`src/rtl/logic_sweep_tester.sv`:
```
// Stimulus-and-capture sweep for a three-input gate network: drives {A,B,C}=0..7, captures P/Q per vector.
// Optional golden comparison enabled by defining LOGIC_SWEEP_GOLDEN_CHECK_EN.
module logic_sweep_tester #(
  parameter int HOLD_CYCLES = 4
) (
  input  logic        clk,
  input  logic        reset,
  input  logic        start,
  input  logic        P_in,
  input  logic        Q_in,
  output logic        A,
  output logic        B,
  output logic        C,
  output logic        busy,
  output logic        done,
  output logic [15:0] result,
  output logic [7:0]  mismatch,
  output logic        pass,
  output logic [1:0]  o_dbg_state
);

  // Handshake: start is a level sampled only in IDLE; done is a one-cycle pulse with result/pass valid alongside it.
  typedef enum logic [1:0] {
    S_IDLE = 2'd0,
    S_HOLD = 2'd1,
    S_DONE = 2'd2
  } state_t;

  localparam int CW = (HOLD_CYCLES > 1) ? $clog2(HOLD_CYCLES) : 1;
  localparam logic [CW-1:0] CNT_LAST = CW'(HOLD_CYCLES - 1);

  state_t        r_state;
  logic [2:0]    r_idx;
  logic [CW-1:0] r_cnt;
  logic [2:0]    r_abc;
  logic          r_busy;
  logic          r_done;
  logic [15:0]   r_result;

`ifdef LOGIC_SWEEP_GOLDEN_CHECK_EN
  logic [7:0] r_mismatch;
  logic       r_valid;
  logic       w_gold_p;
  logic       w_gold_q;
  logic       w_miss;

  assign w_gold_p = ~r_idx[1] & (r_idx[2] | r_idx[0]);
  assign w_gold_q = ~r_idx[2] & (~r_idx[1] | ~r_idx[0]);
  assign w_miss   = ({P_in, Q_in} != {w_gold_p, w_gold_q});
`endif

  always_ff @(posedge clk or posedge reset) begin
    if (reset) begin
      r_state    <= S_IDLE;
      r_idx      <= 3'd0;
      r_cnt      <= '0;
      r_abc      <= 3'd0;
      r_busy     <= 1'b0;
      r_done     <= 1'b0;
      r_result   <= 16'h0000;
`ifdef LOGIC_SWEEP_GOLDEN_CHECK_EN
      r_mismatch <= 8'h00;
      r_valid    <= 1'b0;
`endif
    end else begin
      case (r_state)
        S_IDLE: begin
          r_done <= 1'b0;
          if (start) begin
            r_state    <= S_HOLD;
            r_idx      <= 3'd0;
            r_cnt      <= '0;
            r_abc      <= 3'd0;
            r_busy     <= 1'b1;
            r_result   <= 16'h0000;
`ifdef LOGIC_SWEEP_GOLDEN_CHECK_EN
            r_mismatch <= 8'h00;
            r_valid    <= 1'b0;
`endif
          end
        end
        S_HOLD: begin
          if (r_cnt == CNT_LAST) begin
            // Capture edge: P/Q have settled for the full hold window.
            r_result[{r_idx, 1'b0} +: 2] <= {P_in, Q_in};
`ifdef LOGIC_SWEEP_GOLDEN_CHECK_EN
            r_mismatch[r_idx] <= w_miss;
`endif
            r_cnt <= '0;
            if (r_idx == 3'd7) begin
              r_state <= S_DONE;
              r_abc   <= 3'd0;
              r_busy  <= 1'b0;
              r_done  <= 1'b1;
`ifdef LOGIC_SWEEP_GOLDEN_CHECK_EN
              r_valid <= 1'b1;
`endif
            end else begin
              r_idx <= r_idx + 3'd1;
              r_abc <= r_idx + 3'd1;
            end
          end else begin
            r_cnt <= r_cnt + 1'b1;
          end
        end
        S_DONE: begin
          r_done  <= 1'b0;
          r_state <= S_IDLE;
        end
        default: r_state <= S_IDLE;
      endcase
    end
  end

  assign {A, B, C}   = r_abc;
  assign busy        = r_busy;
  assign done        = r_done;
  assign result      = r_result;
  assign o_dbg_state = r_state;

`ifdef LOGIC_SWEEP_GOLDEN_CHECK_EN
  assign mismatch = r_mismatch;
  assign pass     = r_valid & ~r_busy & (r_mismatch == 8'h00);
`else
  assign mismatch = 8'h00;
  assign pass     = 1'b0;
`endif

endmodule

```
`config.mk`:
```
export PLATFORM = sky130hd
export DESIGN_NAME = logic_sweep_tester
export DESIGN_NICKNAME = d
export VERILOG_FILES = /design/src/rtl/logic_sweep_tester.sv
export SDC_FILE = /design/constraint.sdc
export NUM_CORES = 1
export LEC_CHECK = 0
export ABC_CLOCK_PERIOD_IN_PS = 2300
export BUFFER_PORTS_ARGS = -buffer_cell sky130_fd_sc_hd__buf_2
export CORE_UTILIZATION = 53
export CTS_CLUSTER_DIAMETER = 50
export DETAILED_ROUTE_END_ITERATION = 10
export PLACE_DENSITY = 0.8
export SLEW_MARGIN = 25
export SYNTH_ARGS = -nofsm -noshare
export SYNTH_HDL_FRONTEND = slang
export SYNTH_SLANG_ARGS = --single-unit
```
`constraint.sdc`:
```
create_clock -name clk -period 2.3 [get_ports clk]
set_input_delay 0.345 -clock clk [delete_from_list [all_inputs] [get_ports clk]]
set_output_delay 0.345 -clock clk [all_outputs]
set_load 0.01 [all_outputs]
```
Word level (Yosys, flattened, before mapping):

Index checks and enable logic that the tools add are counted.

* register bits after elaboration: 28
* input port bits: 5
* output and inout port bits: 32
* word-level logic and storage cells: 55

* add/sub/neg operators: 3
* equal/unequal tests: 8
* shift-type cells: 2
* mux-type cells: 25
* reductions and logical operators: 10

Operators by type and width (number)
* $mux 16: 2
* $pmux 16 s2: 1
* $bwmux 16: 1
* $shift 2x6->16 const A: 1
* $shiftx 2x6->16: 1
* $mux 3: 5
* $pmux 3 s2: 2
* $mux 2: 5
* $reduce_and 3->1: 3
* $ne 2x2->1 const B: 4
* $pmux 2 s2: 2
* $reduce_and 4->1: 2
* $neg 4->6: 1
* $mux 1: 5
* $eq 2x2->1 const B: 2
* $pmux 1 s2: 2
* $reduce_bool 2->1: 2
* $add 3x1->3 const B: 1
* $eq 3x3->1 const B: 1
* $add 2x1->2 const B: 1
* $eq 2x1->1 const B: 1
* $logic_not 2->1: 1
* $reduce_and 2->1: 1
* $reduce_or 2->1: 1

Longest topological paths before layout:

* depth in word-level cells: 5
* gate-level depth with buffers: 8
* mapped depth without buffers: 6

Least setup slack after synthesis:

OpenSTA, ideal clock, no wires.

* path type: register to register
* start: reg r_idx[0]
* end: reg r_result[14] (netlist: result[14])
* setup time: 0.121 ns
* data arrival time: 1.960 ns
* required time: 2.179 ns
* path slack: 0.219 ns
* cell stages (with the launch flop): 8
* buffers on the path: 1
* clock period less this slack: 2.081 ns
* path through: dfrtp_1 -> buf_6 -> inv_1 -> ha_1 -> ha_1 -> or4b_1 -> a211o_1 -> a22o_1

* longest elaborated chain between the ends: 5
* elaborated cells between the ends (all ways): 6
* classes of those cells: add/sub (1); shift (2); mux (3)

RTL lines
* start, declared: line 33 `logic [2:0] r_idx;`
* start signal, assigned: line 99 `r_idx <= r_idx + 3'd1;`
* $neg 4->6 (*): line 85 `r_result[{r_idx, 1'b0} +: 2] <= {P_in, Q_in};`
* $shiftx 2x6->16 or $shift 2x6->16 (tied branches): line 85
* $bwmux 16 (*): line 85
* $mux 16 (*): line 83 `if (r_cnt == CNT_LAST) begin`
* $pmux 16 s2 (*): line 66 `case (r_state)`
* end signal, assigned by index: line 85
* end, declared: line 38 `logic [15:0] r_result;`

Every way passes the cells marked *; elsewhere a longest branch is shown, timed or not. The select of a mux whose other input is x is not followed.
A chain may end at the register's enable or synchronous reset.

Final worst setup path:

* start: reg r_idx[1]
* end: reg r_result[15] (netlist: result[15])

Same word-level chain as after synthesis.

==> metrics.csv <==
metric;value;unit
#FFs+latches synth;28;
clock root cell;clkbuf_4;
area leader, netlist;dfrtp_1;
YS warnings;0;
initial antenna violation count;0;
Synth cell types;42;
wire per inst;16.0;µm
met2 Use GR;39.3;%
Sink Count;28;
design area;1740;µm²
GR Util met3;3.23;%
Fin. Hold Viols;0;
DIE AREA;3170;µm²
R2R depth;6;
maxcap violations;0;
setup TNS;0;ns
clock tree buffer depth;2;
post-route clock period utilization;92.1;%
Post-CTS Setup Inserts;0;
hold buffers post-CTS;0;
crit path capture type;flip-flop;
overall power;2.74;mW
DR iter-0 viols;29;
Post-Synthesis Cell Area;1560;µm²
Critical Path Start;r_idx[1];
Detailed Place HPWL;2480;µm
Worst slew margin;43.6;%
post-CTS resize count;0;
busiest grt layer;met2;
post-synthesis xor/xnor area fraction;0;%
layout cell share with drive strength beyond 1;22.8;%
worst setup path endpoint;result[15];
mux share of post-synthesis cell area;1.92;%
I/O pin count;37;
final WL;3370;µm
fin crit period;2.12;ns
Max Clock Skew;0.00179;ns
first-pass GRT wire length;5730;µm
met1 Use GR;30.6;%
Main synth FF type;dfrtp_1;
Power Density;1570;nW/µm²
Inserted Diodes;0;
worst vdd ir;1.15;mV
Commonest cells post-synth;28 x dfrtp_1, 10 x o21ai_0, 9 x buf_4, 9 x inv_1;
total CTS buffers;3;
Worst-Margin Slew;0.822;ns
RSZ-0062 raised after global routing;false;
startpoint types;flip-flop;
Worst-path clk slew;0.15;ns
largest family of logic cells by synthesized area;compound AO/OA/AOI/OAI gates;
Nets;192;
CP max-delay cell;or4b_1;
initial core utilization;56.1;%
chip width;56.3;µm
final setup fails;0;
row count;19;
Reg-to-Reg Start;r_idx[1];
drt pass-1 iters;4;
count leader, synth;dfrtp_1;
CTS tree;yes;
Max Slew Vio Count;0;
Post-Syn Instances;154;
Post-synth EDFFs;0;
Req. time, crit path;2.54;ns
pin count of the biggest net entering global routing;29;
Worst-Skew Late Latency;0.33;ns
global-route usage over all layers;23.3;%
Synth async-reset ratio;100;%
vias in the first global route;1216;
worst r2r dst;result[15];
crit-path max FO;5;
post-synth top area share;44.9;%
sequential-to-total area share from yosys stat;44.9;%
synth top area cells;dfrtp_1 45%, ha_1 4.8%, buf_4 4.3%;
flop2flop setup slack;0.18;ns
Multi-input gate area;729;µm²
number of fill cells in the layout;229;
Post-route DRC;0;
Max Clock Freq;472;MHz
Core ar.;2780;µm²
Worst path max stage delay;0.50;ns
Vias;1277;
area delta synth->final;11.6;%
WS Path Type;reg2reg;
CP arrival;2.36;ns
Detail Route Antenna Nets;0;
Compound-Gate Fraction of Synth Area;21.3;%
leakage;0.781;nW
min-delay worst type;in2async;
most used cell, CP;ha_1;
Cell Chain, Critical Path;inv_1, ha_1, ha_1, or4b_1, a211o_1, a22o_1;
total grt overflow;0;
cell area after placement;1690;µm²
PortBufs;27;
Die H;56.3;µm
Seq. cell area;701;µm²
Mapped Avg Cell Area;10.1;µm²
Final GP Congestion;0.911;
Synth Area in Simple Gates;16.5;%
vias per std cell;6.05;
htree depth;1;
adder-cell share of the synthesized area;4.81;%
status;finished clean;
worst max-delay path, delay by kind of cell (launching register included):
kind                     cells  cell delay (ns)
AO/OA/AOI/OAI                2             0.52
adder cells (fa/ha/maj)      2             0.50
AND/OR/NAND/NOR              1             0.50
flip-flops                   1             0.43
buffers and inverters        1             0.08
cells in the final DEF (no fill, tap or decap), types with 3 or more instances in the layout:
cell type,n
a21oi_1,3
a22o_1,5
a32o_1,3
buf_2,27
buf_4,7
clkbuf_4,3
conb_1,9
dfrtp_1,28
ha_1,6
inv_1,9
mux2i_1,3
nand2_1,5
nand2b_1,4
nand3_1,4
nor2_1,4
o211ai_1,4
o21ai_0,10
o22ai_1,4
o311ai_0,6
or2_2,3
or3_1,3
cell families after synthesis:
| kind of cell | count (synthesis) |
|---|---|
| AO/OA/AOI/OAI | 45 |
| adder cells (fa/ha/maj) | 6 |
| buffers and inverters | 29 |
| flip-flops | 28 |
| multiplexers | 3 |
| other | 1 |
| AND/OR/NAND/NOR | 42 |
sequential cells by signal, summed over array words and instances, names as in the netlist:
name	cells
o_dbg_state	2
r_abc	3
r_cnt	2
result	16
r_idx	3
done	1
busy	1
cell type report:
cell class | count | share of cell area (%)
Clock inverter | 1 | 1.72
Timing Repair Buffer | 34 | 10.8
Sequential cell | 28 | 40.2
Clock buffer | 3 | 1.29
Inverter | 9 | 1.94
Tap cell | 31 | 2.23
Multi-Input combinational cell | 105 | 41.9
where the power goes:
part	leakage, nW	switching [mW]	total [mW]	internal, mW
registers	0.326	0.139	0.841	0.702
logic	0.426	0.892	1.56	0.672
clock network	0.0279	0.153	0.329	0.176
total	0.781	1.18	2.73	1.55
stage by stage:
step / setup WS (ns) / cells / hold slack [ns] / utilization [%]
2_1_floorplan: 0.219 / 162 / 0.410 / -
3_3_place_gp: 0.272 / 207 / 0.418 / 60.8
3_5_place_dp: 0.190 / 207 / 0.424 / 60.8
4_1_cts: 0.181 / 211 / 0.0423 / 62.7
5_1_grt: 0.0542 / 211 / 0.0674 / 62.7
6_report: 0.181 / 211 / 0.0404 / 62.7
worst min-delay path by stage:
stage                from    endpoint  slack, ns  cells past startpoint
finish              reset    r_cnt[0]       0.04                      3
global route        reset    r_cnt[0]       0.07                      3
CTS                 reset  result[13]       0.04                      3
detailed placement  reset    r_cnt[0]       0.42                      3
global placement    reset    r_cnt[0]       0.42                      3
floorplan           reset        busy       0.41                      1
routing by layer:
layer  share of wire (%)  vias up
met5                   0        -
met4                 2.4        0
met3                 5.0        9
met2                  49       47
met1                  43      614
li1                    -      607
Note: power is estimated with default switching activity, not from simulation.
